### config.mk
export PLATFORM = sky130hd
export DESIGN_NAME = udma_i2c_cmd_arbiter
export DESIGN_NICKNAME = d
export VERILOG_FILES = /design/src/rtl/udma_i2c_cmd_arbiter.sv
export SDC_FILE = /design/constraint.sdc
export NUM_CORES = 1
export LEC_CHECK = 0
export ABC_AREA = 1
export ABC_CLOCK_PERIOD_IN_PS = 1750
export CAP_MARGIN = 20
export CORE_UTILIZATION = 38
export CTS_CLUSTER_DIAMETER = 50
export DETAILED_ROUTE_END_ITERATION = 10
export HOLD_SLACK_MARGIN = 0.02
export PLACE_DENSITY = 0.82
export SLEW_MARGIN = 15
export SYNTH_ARGS = -nofsm -noshare
export SYNTH_HDL_FRONTEND = slang
export SYNTH_SLANG_ARGS = --single-unit
export TNS_END_PERCENT = 100
### constraint.sdc
create_clock -name clk_i -period 1.75 [get_ports clk_i]
set_input_delay 0.175 -clock clk_i [delete_from_list [all_inputs] [get_ports clk_i]]
set_output_delay 0.175 -clock clk_i [all_outputs]
set_load 0.005 [all_outputs]
### src/rtl/udma_i2c_cmd_arbiter.sv
// udma_i2c_cmd_arbiter: round-robin sharing of the uDMA I2C command stream with START..STOP locking.
// Define I2C_ARB_TIMEOUT_EN to release a lock whose owner stays idle for TIMEOUT_CYC cycles.
module udma_i2c_cmd_arbiter #(
  parameter int N_REQ = 2,
  parameter logic [3:0] CMD_START = 4'h0,
  parameter logic [3:0] CMD_STOP = 4'h2,
  parameter int TIMEOUT_CYC = 1024,
  parameter int IDW = $clog2(N_REQ)
) (
  input  logic               clk_i,
  input  logic               rstn_i,
  input  logic [N_REQ*32-1:0] req_data_i,
  input  logic [N_REQ-1:0]   req_valid_i,
  output logic [N_REQ-1:0]   req_ready_o,
  output logic [31:0]        cmd_data_o,
  output logic               cmd_valid_o,
  input  logic               cmd_ready_i,
  output logic [IDW-1:0]     owner_o,
  output logic               locked_o,
  input  logic               flush_i,
  output logic               timeout_o,
  input  logic               timeout_clr_i
);
  typedef enum logic {IDLE, LOCKED} state_t;
  state_t state;
  logic [IDW-1:0] rr_ptr, grant, idx, sel, nxt;
  logic any_valid, slot_free, accept, to_hit;
  logic [31:0] sel_data;
  always_comb begin
    grant = rr_ptr;
    any_valid = 1'b0;
    idx = '0;
    for (int i = N_REQ - 1; i >= 0; i--) begin
      idx = IDW'((int'(rr_ptr) + i) % N_REQ);
      if (req_valid_i[idx]) begin
        grant = idx;
        any_valid = 1'b1;
      end
    end
  end
  assign slot_free = !cmd_valid_o || cmd_ready_i;
  assign sel = (state == LOCKED) ? owner_o : grant;
  assign nxt = (int'(sel) + 1 == N_REQ) ? '0 : IDW'(int'(sel) + 1);
  assign sel_data = req_data_i[{sel, 5'd0} +: 32];
  assign locked_o = (state == LOCKED);
  // Gated by reset and flush so nothing is ever handshaken in those cycles.
  always_comb begin
    req_ready_o = '0;
    if (rstn_i && slot_free && !flush_i && (state == LOCKED || any_valid)) req_ready_o[sel] = 1'b1;
  end
  assign accept = |(req_valid_i & req_ready_o);
  always_ff @(posedge clk_i or negedge rstn_i) begin
    if (!rstn_i) begin
      state <= IDLE;
      rr_ptr <= '0;
      owner_o <= '0;
      cmd_data_o <= '0;
      cmd_valid_o <= 1'b0;
    end else if (flush_i) begin
      state <= IDLE;
      rr_ptr <= '0;
      cmd_valid_o <= 1'b0;
    end else begin
      if (accept) begin
        cmd_valid_o <= 1'b1;
        cmd_data_o <= sel_data;
      end else if (cmd_ready_i) cmd_valid_o <= 1'b0;
      if (to_hit) state <= IDLE;
      else if (accept && state == IDLE) begin
        owner_o <= grant;
        rr_ptr <= nxt;
        if (sel_data[31:28] == CMD_START) state <= LOCKED;
      end else if (accept && sel_data[31:28] == CMD_STOP) state <= IDLE;
    end
  end
`ifdef I2C_ARB_TIMEOUT_EN
  logic [15:0] idle_cnt;
  assign to_hit = !flush_i && state == LOCKED && !req_valid_i[owner_o] && idle_cnt >= 16'(TIMEOUT_CYC - 1);
  always_ff @(posedge clk_i or negedge rstn_i) begin
    if (!rstn_i) begin
      idle_cnt <= '0;
      timeout_o <= 1'b0;
    end else begin
      if (flush_i || state == IDLE || accept || to_hit) idle_cnt <= '0;
      else if (!req_valid_i[owner_o] && idle_cnt != 16'hFFFF) idle_cnt <= idle_cnt + 16'd1;
      if (to_hit) timeout_o <= 1'b1;
      else if (timeout_clr_i) timeout_o <= 1'b0;
    end
  end
`else
  logic unused_cfg;
  assign unused_cfg = timeout_clr_i & (TIMEOUT_CYC > 0);
  assign to_hit = 1'b0;
  assign timeout_o = 1'b0;
`endif
endmodule

==> flow_summary.toml <==
[placement]
dpl_cell_area_mm2 = 0.00302
place_ws_ns = -0.102
io_buffer_count = 106
numPlacedInstances = 390
place.gp.congestion = 0.792
hpwl_reported_at_the_end_of_detailed_placement_um = 3660

[sta]
setup_ws_ns = 0.136
finalHoldViolCount = 0
setup_viol = 0
timing.fmax_mhz = 619
min_period_ns = 1.61
clock-skew-final_ns = 0.00361
rsz0062_at_grt = "false"
min_period_over_period_pct = 92.3
fin_worst_hold_slack_ns = 0.488
tns_ns = 0
final_max_slew_viol_count = 0

[logic_synthesis]
synth_seq_area_share_pct = 48.6
async_reset_ff_share_pct = 100
yosys.area.top_type_share_pct = 48.6
dominant_cell_by_count_in_the_synthesized_netlist = "nand2_1"
netlist_area_before_placement_mm2 = 0.00185
synth_area_per_cell_um2 = 8.13
synth-edff-count = 0
synth.distinct_cells = 21
synth_top_flop_cell = "dfrtp_1"
main_combinational_cell_family_by_area_after_synthesis = "simple AND/OR/NAND/NOR gates"
synth_area_leader_cell = "dfrtp_1"
synth_commonest_cells = "nand2_1 (56), dfrtp_1 (36), o21ai_0 (34)"
synth_compound_area_share_pct = 16.7
yosys.area_share.adder_pct = 0
synthSimpleGateAreaFrac_pct = 26.7
yosys_warnings = 0
synth-xor-area-share_pct = 0
syn-num-nets = 299
ys_ff_latch = 36
post_synth_main_area_contributors = "dfrtp_1 (49%), nand2_1 (11%), or2_2 (9.5%), o21ai_0 (9.2%), o21ai_1 (7.3%)"
postSynthCellCount = 228
synth.area.mux_share_pct = 0

[global_route]
grtUsageTotal_pct = 19.7
initial_antenna_violation_count = 0
grt_max_degree = 37
grt_remaining_overflow = 0
via_count_of_the_first_global_routing_pass = 1805
grt_first_pass_wirelength_um = 7960

[setup_path]
timing_worst_setup_path_type = "input pin to primary output"
worst_ep_required_time_ns = 1.57
data_arrival_time_of_the_worst_path_ns = 1.44
crit_path_end_kind = "primary output"
path_cells = "dlygate4sd3_1, buf_2, nand3_1, nor2_1, inv_1, nor2_1, dlygate4sd2_1"
startpoint_class_of_the_critical_path = "input pin"
ff2ff_setup_slack_ns = 0.22
timing.critical_path.mode_cell = "nor2_1"
critical-path-slowest-cell = "dlygate4sd3_1"
maximum_single_stage_delay_on_the_critical_path_ns = 0.52
cp_max_fanout = 3

[power_and_ir_drop]
power.density_mw_per_mm2 = 938
power.static_leakage_nw = 1.40
peakVddDrop_v = 0.000483
fin_total_pwr_mw = 2.92

[finish]
fin_util_pct = 66.4
drive_above_1_share_pct = 16.5
nNetsFinal = 415
total_inserted_antenna_cells = 0
final_cell_area_mm2 = 0.00311
layoutNonFillerInstCount = 399
area_overhead_vs_synth_pct = 68.1

[floorplanning]
design.portCount = 109
die_y_um = 71.8
floorplan.initialDensity_pct = 39.5
die-width_um = 71.8
std_cell_core_area_mm2 = 0.00469
floorplan.die_area_mm2 = 0.00516
row_count = 25

[clock_network]
cts-root-to-sink-buffers = 2
path_clk_slew_ns = 0.07
post_cts_buffers = 0
cts_inserted_buffers = 5
tritoncts_clock_tree = "yes"
numClockSinks = 36
h-tree-depth = 2
root_buffer = "clkbuf_8"
insertion_delay_ns = 0.28

[route]
detail_route.first_pass.iterations = 4
detail_route.drc_violations = 0
first_iter_violations = 77
via_density = 4.68
postRouteAntennaNets = 0
dr_total_vias = 1868
routed_wl_um = 4740
post_drt_wl_per_cell_um = 11.9

[outcome]
outcome = "complete, no violations"

[worst_hold_path]
worst_hold_path_type = "register to register"

[job]
max-cap-violations = 0
==> area by class of cell <==
class	count	area, um2
Sequential cell	36	901
Clock buffer	8	90.1
Multi-Input combinational cell	168	812
Timing Repair Buffer	122	1200
Inverter	11	43.8
Tap cell	54	67.6
Fill cell	422	1580
==> per-layer routing <==
metal / part of all wire [%] / vias up / track usage (%)
met2: 51 / 56 / 35.1
met4: 0.97 / 0 / 5.88
li1: - / 964 / -
met5: 0 / - / 0
met3: 5.5 / 5 / 4.78
met1: 43 / 843 / 23.5
==> final timing paths <==
| check | start | endpoint | cells past startpoint |
|---|---|---|---|
| worst max-delay path | rstn_i | req_ready_o[1] | 7 |
| worst min-delay path | cmd_data_o[3] | cmd_data_o[3] | 2 |
| worst max register to register | rr_ptr | cmd_data_o[24] | 9 |
| worst min register to register | cmd_data_o[3] | cmd_data_o[3] | 2 |
| max in group asynchronous | rstn_i | cmd_data_o[3] | 3 |
| min in group asynchronous | rstn_i | cmd_data_o[20] | 3 |
==> cell families after synthesis <==
logic type / count (synthesis)
compound gates: 62
other cells: 1
simple gates: 105
buf+inv: 24
flops: 36
==> critical path: cells and delay by family <==
kind	cells	cell delay, ns
AND/OR/NAND/NOR	3	0.30
buffers and inverters	4	0.95
==> registers in the layout, indices dropped and copies added (netlist names) <==
name / flops
locked_o: 1
owner_o: 1
rr_ptr: 1
cmd_data_o: 32
cmd_valid_o: 1
==> report_power, final <==
part | internal (mW) | switching [mW] | leakage [nW]
Clock | 0.321 | 0.270 | 0.0455
Combinational | 0.733 | 0.396 | 0.898
Sequential | 1.07 | 0.127 | 0.452
Total | 2.13 | 0.792 | 1.40
==> placed cells by master, fill, tap and decap left out, types with 6 or more instances in the layout <==
master,n
clkdlybuf4s50_1,102
nand2_1,55
dfrtp_1,36
o21ai_0,34
or2_2,28
o21ai_1,27
buf_4,13
inv_1,9
nand3_1,8
nor2_1,6
clkbuf_8,6
==> timing repair <==
| action | CTS | global route |
|---|---|---|
| endpoints found under the setup margin | 2 | 0 |
| endpoints found under the hold margin | 36 | 0 |
| gates resized for setup | 5 | 0 |
| hold buffers | 1 | 0 |
No activity file was read; power rests on OpenSTA's default activity.
